--- src/rtl/read_prefetch_block.sv ---
// First-word-fall-through prefetch adapter: pops a registered-read FIFO and
// presents its words on a valid/ready stream through a 2-entry output buffer.
module read_prefetch_block #(
    parameter int unsigned data_size = 8
) (
    input  logic                 read_clock_i,
    input  logic                 read_reset_n_i,
    input  logic                 read_empty_i,
    input  logic [data_size-1:0] read_data_i,
    output logic                 read_inc_o,
    input  logic                 ready_i,
    input  logic                 flush_i,
    output logic [data_size-1:0] data_o,
    output logic                 valid_o,
    output logic                 last_o,
    output logic [1:0]           count_o
);
    localparam int unsigned CNT_W = 2;
    localparam int unsigned SUM_W = 3;

    logic [data_size-1:0] buf0_q, buf0_d;
    logic [data_size-1:0] buf1_q, buf1_d;
    logic [CNT_W-1:0]     count_q, count_d;
    logic                 inflight_q, inflight_d;

    logic                 take;
    logic                 drop;
    logic                 arrive;
    logic [SUM_W-1:0]     pending;
    logic [CNT_W-1:0]     count_pt;

    // Pop control, shift-then-write buffer update and occupancy.
    always_comb begin
        take       = valid_o & ready_i & ~flush_i;
        // Pops are gated while flushing, so the only word that can need
        // discarding is the one landing in the flush cycle itself.
        drop       = flush_i & inflight_q;
        arrive     = inflight_q & ~drop;
        pending    = SUM_W'(count_q) + SUM_W'(inflight_q) - SUM_W'(take);
        read_inc_o = ~read_empty_i & ~flush_i & (pending < SUM_W'(2));
        inflight_d = read_inc_o;

        count_pt   = count_q - CNT_W'(take);
        buf0_d     = buf0_q;
        buf1_d     = buf1_q;
        if (take) begin
            buf0_d = buf1_q;
        end
        if (arrive) begin
            if (count_pt == CNT_W'(0)) begin
                buf0_d = read_data_i;
            end else begin
                buf1_d = read_data_i;
            end
        end

        if (flush_i) begin
            count_d = CNT_W'(0);
        end else begin
            count_d = count_pt + CNT_W'(arrive);
        end
    end

    always_ff @(posedge read_clock_i or negedge read_reset_n_i) begin
        if (!read_reset_n_i) begin
            buf0_q     <= '0;
            buf1_q     <= '0;
            count_q    <= CNT_W'(0);
            inflight_q <= 1'b0;
        end else begin
            buf0_q     <= buf0_d;
            buf1_q     <= buf1_d;
            count_q    <= count_d;
            inflight_q <= inflight_d;
        end
    end

    assign valid_o = (count_q != CNT_W'(0));
    assign data_o  = buf0_q;
    assign count_o = count_q;
    assign last_o  = valid_o & (count_q == CNT_W'(1)) & ~inflight_q & read_empty_i;

    // Buffered plus in-flight words never exceed the buffer depth.
    a_no_overflow: assert property (@(posedge read_clock_i) disable iff (!read_reset_n_i)
        (SUM_W'(count_q) + SUM_W'(inflight_q) <= SUM_W'(2)));

endmodule

--- config.mk ---
export PLATFORM = sky130hd
export DESIGN_NAME = read_prefetch_block
export DESIGN_NICKNAME = d
export VERILOG_FILES = /design/src/rtl/read_prefetch_block.sv
export SDC_FILE = /design/constraint.sdc
export NUM_CORES = 1
export LEC_CHECK = 0
export CAP_MARGIN = 40
export CORE_MARGIN = 2
export CORE_UTILIZATION = 45
export CTS_CLUSTER_SIZE = 12
export DETAILED_ROUTE_END_ITERATION = 12
export GPL_TIMING_DRIVEN = 1
export PLACE_DENSITY_LB_ADDON = 0.12
export SYNTH_ARGS = -nofsm -noshare
export SYNTH_HDL_FRONTEND = slang
export SYNTH_SLANG_ARGS = --single-unit
--- constraint.sdc ---
create_clock -name read_clock_i -period 4.1 [get_ports read_clock_i]
set_input_delay 0.41 -clock read_clock_i [delete_from_list [all_inputs] [get_ports read_clock_i]]
set_output_delay 0.41 -clock read_clock_i [all_outputs]
set_load 0.01 [all_outputs]
==> flow_metrics.py, run 1 <==
metrics = {
    "detailed_routing": {
        "drc": 0,
        "drtIter0Drc": 12,
        "wl_mm": 2.313,
        "drtAntennaViolNets": 0,
        "routed_wire_length_per_instance_um": 15.95,
        "vias_per_cell": 5.724,
        "vias": 830,
        "first_pass_iters": 4,
    },
    "sta": {
        "fmax_mhz": 274.1,
        "slew_headroom": 0.4075,
        "skew_ns": 0.002077,
        "setup_viol": 0,
        "timing.final.crit_period_ns": 3.648,
        "finalHoldViolations": 0,
        "worstMarginPinSlew_ns": 0.8870,
        "rsz0062_at_grt": "no",
        "fin_setup_tns_ns": 0,
        "drv_slew": 0,
        "fin_crit_sh": 0.8897,
    },
    "cts": {
        "cts_hold_buf": 0,
        "cts_resized": 0,
        "htreeDepth": 1,
        "tritoncts": "built",
        "cts-root-buf": "clkbuf_4",
        "clock_sinks": 19,
        "post_cts_buffers": 0,
        "clk_transition_reported_paths_ns": 0.11,
        "cts_buffers": 3,
        "cts_buffer_depth": 2,
        "clk_latency_ns": 0.29,
    },
    "pwr": {
        "p_int_uw": 340.5,
        "leakage_nw": 0.5332,
        "cellPowerDensity_nw_per_um2": 356.2,
        "p_switching_uw": 133.7,
        "comb_power_share": 0.298,
        "switching_share": 0.2819,
        "p_clk_frac": 0.200,
        "total_power_uw": 474.2,
        "seq_power_share": 0.503,
        "vdd_drop_max_v": 0.0002809,
    },
    "grt": {
        "grt_pass1_wl_mm": 3.808,
        "grt.total_usage": 0.1963,
        "overflow": 0,
        "grt_pass1_vias": 805,
        "antenna_found_initial": 0,
        "grt_max_degree": 17,
    },
    "job": {
        "drv_cap": 0,
    },
    "setup_path": {
        "path_class": "in -> out",
        "r2r_setup_slack_ns": 1.93,
        "crit_required_ns": 3.69,
        "worstReg2RegStart": "count_o[0]",
        "critPathLaunchType": "input port",
        "crit_fanout": 11,
        "cp-end-kind": "output pin",
        "r2r_cells": 7,
        "arrival_ns": 3.24,
        "r2r-end": "inflight_q",
    },
    "die": {
        "coreArea_um2": 2191,
        "die_w_um": 51.90,
        "dieArea_um2": 2693,
        "io_pins": 26,
        "initial_core_util": 0.4712,
        "die_y_um": 51.90,
        "row_count": 17,
    },
    "final_layout": {
        "fin_util": 0.6077,
        "multi_input_area_um2": 503.0,
        "drive_above_1_share": 0.1453,
        "area_growth_syn_to_layout_pct": 28.97,
        "fin_cells": 145,
        "seqCellArea_um2": 475.5,
        "diodes": 0,
        "final_nets": 133,
        "fillers": 183,
    },
    "synthesis": {
        "synthesis.nets": 106,
        "synth_common_cells": "dfrtp_1 (19), o21ai_0 (11)",
        "synth.distinct_cells": 29,
        "synth_area_leaders": "dfrtp_1 (46%), a31oi_2 (9.7%), mux2_1 (8.7%)",
        "synth-seq-area-share": 0.4606,
        "yosysWarningCount": 0,
        "async_flop_share": 1.000,
        "synth.avg_cell_area_um2": 11.34,
        "syn_area_um2": 1032,
        "synthCells": 91,
        "yosys.area.top_type": "dfrtp_1",
        "synth_top_area_share": 0.4606,
        "yosys.cell_count.top_type": "dfrtp_1",
        "ys.flop_type": "dfrtp_1",
        "synth_edf_count": 0,
        "synth-seq-cells": 19,
    },
    "placement": {
        "routabilityCongestion": 0.7500,
        "place_hpwl_mm": 1.593,
        "dp_cells": 141,
        "port_buffers": 25,
    },
    "run_status": {
        "status": "finished, final reports clean",
    },
    "worst_hold_path": {
        "hp-class": "in -> async",
    },
}
flip-flops by register name, summed over array words and instances, names as in the netlist:
register,flops
buf1_q,8
count_o,2
data_o,8
inflight_q,1
logic make-up after synthesis:
logic type               share of synthesized area
XOR/XNOR                                  0.008486
buffers and inverters                      0.05211
multiplexers                               0.08728
AND/OR/NAND/NOR                             0.1818
AO/OA/AOI/OAI                               0.1782
adder cells (fa/ha/maj)                    0.03151
flip-flops                                  0.4606
power by group through the flow:
stage	Combinational [mW]	Clock, mW	Sequential [mW]
after floorplan	0.0598	0	0.249
after global placement	0.137	0	0.243
after detailed placement	0.141	0	0.242
after CTS	0.142	0.0977	0.238
after global routing	0.154	0.111	0.242
final	0.141	0.0947	0.238
per-stage QoR:
step | cell area (um2) | setup slack (ns) | hold slack (ns)
after floorplan | 1032 | 1.376 | 0.1144
after global placement | 1290 | 0.5342 | 0.4750
after detailed placement | 1305 | 0.4324 | 0.4849
after CTS | 1331 | 0.4327 | 0.4270
after global routing | 1331 | 0.2122 | 0.4185
final | 1331 | 0.4523 | 0.4268
cell type report:
type | instances | share of cell area
Multi-Input combinational cell | 63 | 0.3778
Tap cell | 28 | 0.02632
Sequential cell | 19 | 0.3571
Inverter | 3 | 0.008459
Clock buffer | 4 | 0.01974
Timing Repair Buffer | 28 | 0.2105
placed cells by master (no fill, tap or decap):
cell type         n
nor2b_1           2
nor3_1            1
fa_1              1
nand3_1           8
nor4b_1           1
or3_1             2
clkbuf_4          3
a31oi_2           8
buf_4             2
nor2_1            1
clkbuf_1          1
o21ai_0          11
dfrtp_1          19
buf_8             1
nor4_1            8
inv_1             2
xor2_1            1
inv_2             1
a21oi_1           1
nand2_1           1
o21ai_4           1
nand2b_4          1
a21boi_0          1
and2b_1           2
nor4bb_1          1
clkdlybuf4s50_1  25
nand2b_1          2
mux2_1            8
ha_1              1
routing by layer:
metal | part of all wire | vias up | track usage | wire length [um]
met5 | 0 | - | 0 | 0
met4 | 0.0056 | 0 | 0.05702 | 13
met3 | 0.050 | 2 | 0.04310 | 115
met2 | 0.46 | 26 | 0.2911 | 1074
met1 | 0.48 | 409 | 0.2862 | 1110
li1 | - | 393 | - | -
worst max-delay path by stage:
stage,start,endpoint,slack (ns),cells past startpoint
2_1_floorplan,count_o[1],read_inc_o,1.38,7
3_3_place_gp,flush_i,read_inc_o,0.53,8
3_5_place_dp,flush_i,read_inc_o,0.43,8
4_1_cts,flush_i,read_inc_o,0.43,8
5_1_grt,flush_i,read_inc_o,0.21,8
6_report,flush_i,read_inc_o,0.45,8
worst max-delay path, cell delays in order:
cell	delay, ns
clkdlybuf4s50_1	0.50
nand2b_1	0.36
nor3_1	0.33
o21ai_0	0.17
fa_1	0.39
xor2_1	0.15
nor4b_1	0.32
clkdlybuf4s50_1	0.60
Note: power is estimated with default switching activity, not from simulation.
==> run 2, diff against run 1 <==
--- a/config.mk
+++ b/config.mk
@@ -10,7 +10,7 @@
 export CORE_UTILIZATION = 45
 export CTS_CLUSTER_SIZE = 12
 export DETAILED_ROUTE_END_ITERATION = 12
-export GPL_TIMING_DRIVEN = 1
+export GPL_TIMING_DRIVEN = 0
 export PLACE_DENSITY_LB_ADDON = 0.12
 export SYNTH_ARGS = -nofsm -noshare
 export SYNTH_HDL_FRONTEND = slang
==> run 2 against run 1 <==
  * Via count decreased by 0.60%
  * Clock power increased by 3.9%
  * Setup slack got worse by 0.092 ns
  * Routed wire length decreased by 0.61%
  * Combinational power about the same
  * Critical path depth unchanged
  * Sequential power about the same
  * Critical endpoint unchanged
  * Largest cell class unchanged
  * Highest routed layer unchanged
==> flow_metrics.py, run 2 (synthesized netlist as in run 1, its figures left out) <==
metrics = {
    "run_status": {
        "status": "finished, final reports clean",
    },
    "pwr": {
        "vdd_drop_max_v": 0.0002179,
        "leakage_nw": 0.5523,
        "comb_power_share": 0.299,
        "switching_share": 0.2880,
        "seq_power_share": 0.495,
        "p_clk_frac": 0.206,
        "cellPowerDensity_nw_per_um2": 351.2,
        "p_switching_uw": 137.8,
        "p_int_uw": 340.7,
    },
    "cts": {
        "cts-root-buf": "clkbuf_4",
        "htreeDepth": 1,
        "tritoncts": "built",
        "clock_sinks": 19,
        "cts_buffer_depth": 2,
        "cts_hold_buf": 0,
        "clk_latency_ns": 0.30,
        "clk_transition_reported_paths_ns": 0.12,
        "cts_buffers": 3,
        "post_cts_buffers": 0,
    },
    "final_layout": {
        "drive_above_1_share": 0.1736,
        "fillers": 189,
        "area_growth_syn_to_layout_pct": 32.00,
        "seqCellArea_um2": 475.5,
        "final_common_cell": "clkdlybuf4s50_1",
        "multi_input_area_um2": 505.5,
        "fin_cells": 149,
        "final_cell_mix": "clkdlybuf4s50_1 (25), dfrtp_1 (19), o21ai_0 (11)",
        "diodes": 0,
        "final_nets": 137,
    },
    "die": {
        "die_y_um": 51.90,
        "row_count": 17,
        "coreArea_um2": 2191,
        "dieArea_um2": 2693,
        "initial_core_util": 0.4712,
        "die_w_um": 51.90,
        "io_pins": 26,
    },
    "detailed_routing": {
        "drtAntennaViolNets": 0,
        "wl_mm": 2.299,
        "routed_wire_length_per_instance_um": 15.43,
        "first_pass_iters": 4,
        "vias_per_cell": 5.537,
        "vias": 825,
        "drc": 0,
        "drtIter0Drc": 9,
    },
    "grt": {
        "overflow": 0,
        "grtUsageMet3": 0.03448,
        "grt_most_used_layer": "met2",
        "grtUsageMet2": 0.3165,
        "grt_pass1_wl_mm": 3.988,
        "grt_pass1_vias": 857,
        "grt.total_usage": 0.2017,
        "grt_max_degree": 17,
        "use_met1": 0.2839,
        "antenna_found_initial": 0,
    },
    "sta": {
        "skew_ns": 0.004626,
        "slew_headroom": 0.7065,
        "fin_setup_tns_ns": 0,
        "fin_crit_sh": 0.9122,
        "drv_slew": 0,
        "fmax_mhz": 267.4,
        "timing.final.crit_period_ns": 3.740,
        "setup_viol": 0,
        "rsz0062_at_grt": "no",
        "worstMarginPinSlew_ns": 0.4341,
        "finalHoldViolations": 0,
    },
    "setup_path": {
        "cp_cell_sequence": "nor2_2 > inv_2 > a21boi_0 > o21ai_0 > fa_1 > xor2_1 > nor4b_1 > clkdlybuf4s50_1",
        "crit_start": "count_o[1]",
        "cp_slowest_stage_delay_ns": 0.62,
        "worstReg2RegStart": "count_o[1]",
        "critPathLaunchType": "register",
        "arrival_ns": 3.33,
        "cp-end-kind": "output pin",
        "crit_fanout": 10,
        "cp_slowest_cell": "clkdlybuf4s50_1",
        "path_class": "reg -> out",
        "crit_required_ns": 3.69,
    },
    "placement": {
        "routabilityCongestion": 0.7656,
        "port_buffers": 25,
        "dp_cells": 145,
        "place_hpwl_mm": 1.633,
    },
    "job": {
        "drv_cap": 0,
    },
    "worst_hold_path": {
        "hp-class": "in -> async",
    },
}
-- run 2: cell types whose count changed in the layout (fill, tap and decap cells not counted), sizes merged --
cell,change
buf,+3
clkinv,+1
-- run 2: final cells by class --
type,count,share of cell area
Tap cell,28,0.02571
Clock inverter,1,0.003673
Sequential cell,19,0.3489
Multi-Input combinational cell,63,0.3710
Buffer,6,0.03122
Clock buffer,3,0.01653
Inverter,3,0.008264
Timing Repair Buffer,26,0.1947
-- run 2: power by group through the flow --
stage	combinational [mW]	clock (mW)	sequential, mW
detailed placement	0.144	0	0.241
finish	0.143	0.0984	0.237
global route	0.156	0.105	0.242
floorplan	0.0598	0	0.249
CTS	0.145	0.0990	0.237
global placement	0.141	0	0.240
-- run 2: per-layer routing --
metal	part of all wire	up-vias
met5	0	-
met3	0.039	2
li1	-	398
met1	0.47	403
met2	0.48	22
met4	0.0061	0
-- run 2: repair_timing --
item	4_1_cts	5_1_grt
gates resized for setup	0	1
hold endpoints to repair	0	0
endpoints found under the setup margin	0	1
-- run 2: worst paths after layout --
| path | end | slack [ns] | depth (start not counted) |
|---|---|---|---|
| max in group asynchronous | buf1_q[1] | 3.39 | 2 |
| worst min register to register | buf1_q[1] | 0.51 | 1 |
| worst max-delay path | read_inc_o | 0.36 | 8 |
| worst min-delay path | count_o[0] | 0.32 | 1 |
| min in group read_clock_i | buf1_q[1] | 0.51 | 1 |
| worst max register to register | inflight_q | 1.55 | 7 |
-- run 2: stage by stage --
step,power (mW),util,area (um2),hold WS [ns],worst slack (ns)
3_3_place_gp,0.3802,0.6014,1318,0.4729,0.4716
5_1_grt,0.5032,0.6219,1363,0.3338,0.1390
2_1_floorplan,0.3090,-,1032,0.1144,1.376
3_5_place_dp,0.3850,0.6082,1333,0.4850,0.3574
6_report,0.4785,0.6219,1363,0.3244,0.3601
4_1_cts,0.4814,0.6208,1360,0.3317,0.1014
-- run 2: critical path, delay by kind of cell (launching register included) --
kind | cells | cell delay (ns)
and+or+nand+nor | 2 | 0.83
buffers and inverters | 2 | 0.81
DFF | 1 | 0.53
adders and majority gates | 1 | 0.40
AOI/OAI and AO/OA | 2 | 0.31
xor gates and xnor gates | 1 | 0.15
==> run 3, diff against run 2 <==
--- a/config.mk
+++ b/config.mk
@@ -6,12 +6,13 @@
 export NUM_CORES = 1
 export LEC_CHECK = 0
 export CAP_MARGIN = 40
-export CORE_MARGIN = 2
+export CORE_MARGIN = 8
 export CORE_UTILIZATION = 45
 export CTS_CLUSTER_SIZE = 12
 export DETAILED_ROUTE_END_ITERATION = 12
 export GPL_TIMING_DRIVEN = 0
 export PLACE_DENSITY_LB_ADDON = 0.12
+export REMOVE_ABC_BUFFERS = 1
 export SYNTH_ARGS = -nofsm -noshare
 export SYNTH_HDL_FRONTEND = slang
 export SYNTH_SLANG_ARGS = --single-unit
==> run 3 against run 2 <==
  * Non-clock buffer count fell by 6
  * Core utilization decreased by 1.7 points
  * Critical endpoint unchanged
  * Clock skew is essentially flat
  * Clock power hardly changed
  * Worst hold slack better by 0.058 ns
  * Highest routed layer unchanged
==> flow_metrics.py, run 3 (synthesized netlist as in run 1, its figures left out) <==
metrics = {
    "run_status": {
        "status": "finished, final reports clean",
    },
    "setup_path": {
        "crit_fanout": 11,
        "r2r-end": "inflight_q",
        "cp_common_cell": "clkdlybuf4s50_1",
        "worstReg2RegStart": "count_o[1]",
        "cp_slowest_stage_delay_ns": 0.62,
        "cp_cell_sequence": "clkdlybuf4s50_1 > nand2b_1 > nor3_1 > o21ai_0 > fa_1 > xor2_1 > nor4b_1 > clkdlybuf4s50_1",
        "crit_start": "flush_i",
        "arrival_ns": 3.31,
        "crit_required_ns": 3.69,
        "r2r_cells": 7,
        "cp-end-kind": "output pin",
        "critPathLaunchType": "input port",
        "crit_end": "read_inc_o",
        "r2r_setup_slack_ns": 1.70,
        "cp_slowest_cell": "clkdlybuf4s50_1",
        "path_class": "in -> out",
    },
    "sta": {
        "fin_setup_tns_ns": 0,
        "slew_headroom": 0.4506,
        "drv_slew": 0,
        "timing.final.crit_period_ns": 3.721,
        "worstMarginPinSlew_ns": 0.8224,
        "skew_ns": 0.004876,
        "rsz0062_at_grt": "no",
        "fin_crit_sh": 0.9076,
        "finalHoldViolations": 0,
        "fmax_mhz": 268.7,
        "setup_viol": 0,
    },
    "detailed_routing": {
        "vias_per_cell": 5.804,
        "first_pass_iters": 4,
        "top_layer": "met4",
        "met1_length_mm": 1.088,
        "wl_met2_mm": 1.212,
        "vias": 830,
        "routed_wire_length_per_instance_um": 17.75,
        "wl_mm": 2.538,
        "drtIter0Drc": 20,
        "drtAntennaViolNets": 0,
        "route.met3.wl_um": 196,
        "drc": 0,
    },
    "pwr": {
        "p_switching_uw": 137.7,
        "vdd_drop_max_v": 0.0002930,
        "comb_power_share": 0.294,
        "leakage_nw": 0.5248,
        "seq_power_share": 0.500,
        "p_clk_frac": 0.206,
        "cellPowerDensity_nw_per_um2": 360.7,
        "p_int_uw": 340.2,
        "switching_share": 0.2882,
    },
    "cts": {
        "htreeDepth": 1,
        "cts_buffer_depth": 2,
        "cts_hold_buf": 0,
        "clk_latency_ns": 0.31,
        "tritoncts": "built",
        "cts_buffers": 3,
        "clock_sinks": 19,
        "cts-root-buf": "clkbuf_4",
        "clk_transition_reported_paths_ns": 0.11,
    },
    "final_layout": {
        "final_area_um2": 1325,
        "final_cell_mix": "clkdlybuf4s50_1 (25), dfrtp_1 (18), o21ai_0 (11)",
        "drive_above_1_share": 0.1478,
        "diodes": 0,
        "area_growth_syn_to_layout_pct": 28.36,
        "final_common_cell": "clkdlybuf4s50_1",
        "fillers": 185,
        "final_nets": 131,
    },
    "die": {
        "coreArea_um2": 2191,
        "die_y_um": 63.90,
        "row_count": 17,
        "dieArea_um2": 4083,
        "die_w_um": 63.90,
        "io_pins": 26,
        "initial_core_util": 0.4712,
    },
    "grt": {
        "grt_max_degree": 18,
        "antenna_found_initial": 0,
        "overflow": 0,
        "grt.total_usage": 0.1396,
        "grt_pass1_wl_mm": 4.519,
        "grt_pass1_vias": 918,
    },
    "placement": {
        "port_buffers": 25,
        "routabilityCongestion": 0.7314,
        "place_area_um2": 1290,
        "place_hpwl_mm": 1.738,
    },
    "worst_hold_path": {
        "hp-class": "in -> async",
    },
    "job": {
        "drv_cap": 0,
    },
}
## run 3: worst max-delay path, delay by kind of cell
| kind | cells | cell delay (ns) |
|---|---|---|
| simple gates | 3 | 1.07 |
| compound gates | 1 | 0.17 |
| buf+inv | 2 | 1.11 |
| xor+xnor | 1 | 0.15 |
| fa+ha+maj | 1 | 0.40 |
## run 3: per-stage QoR
step	utilization	setup WS, ns	instances	power [mW]	hold WS (ns)
floorplan	-	1.241	85	0.3058	0.1144
global placement	0.5820	0.3641	138	0.3786	0.4730
detailed placement	0.5888	0.2977	139	0.3842	0.4820
CTS	0.6019	0.1625	143	0.4841	0.3865
global route	0.6048	0.1443	143	0.5099	0.3970
finish	0.6048	0.3789	143	0.4779	0.3826
## run 3: final cells by class
type	instances	area [um2]	area share
tap	28	35.03	0.02644
timing repair buffer	26	265.3	0.2002
clock buffer	4	26.28	0.01983
sequential	19	476.7	0.3598
multi-input combinational	63	510.5	0.3853
inverter	3	11.26	0.008499
## run 3: power by group through the flow
| stage | Combinational, mW | Clock [mW] | Sequential, mW |
|---|---|---|---|
| after floorplan | 0.0566 | 0 | 0.249 |
| after global placement | 0.138 | 0 | 0.241 |
| after detailed placement | 0.142 | 0 | 0.242 |
| after CTS | 0.143 | 0.103 | 0.239 |
| after global routing | 0.154 | 0.111 | 0.244 |
| final | 0.140 | 0.0985 | 0.239 |
## run 3: repair_timing
item                                   CTS  global route
gates resized for setup                  1             2
setup buffers                            0             0
endpoints found under the hold margin    0             0
setup endpoints to repair                1             1
## run 3: metal layers
layer | global-route usage | vias up
li1 | - | 387
met1 | 0.1610 | 414
met2 | 0.2171 | 24
met3 | 0.06620 | 5
met4 | 0.05850 | 0
met5 | 0 | -
## run 3: worst min-delay path by stage
stage / startpoint / to
finish: read_reset_n_i / count_o[0]
global route: read_reset_n_i / count_o[0]
CTS: read_reset_n_i / inflight_q
detailed placement: buf1_q[4] / buf1_q[4]
global placement: buf1_q[1] / buf1_q[1]
floorplan: read_reset_n_i / buf1_q[0]
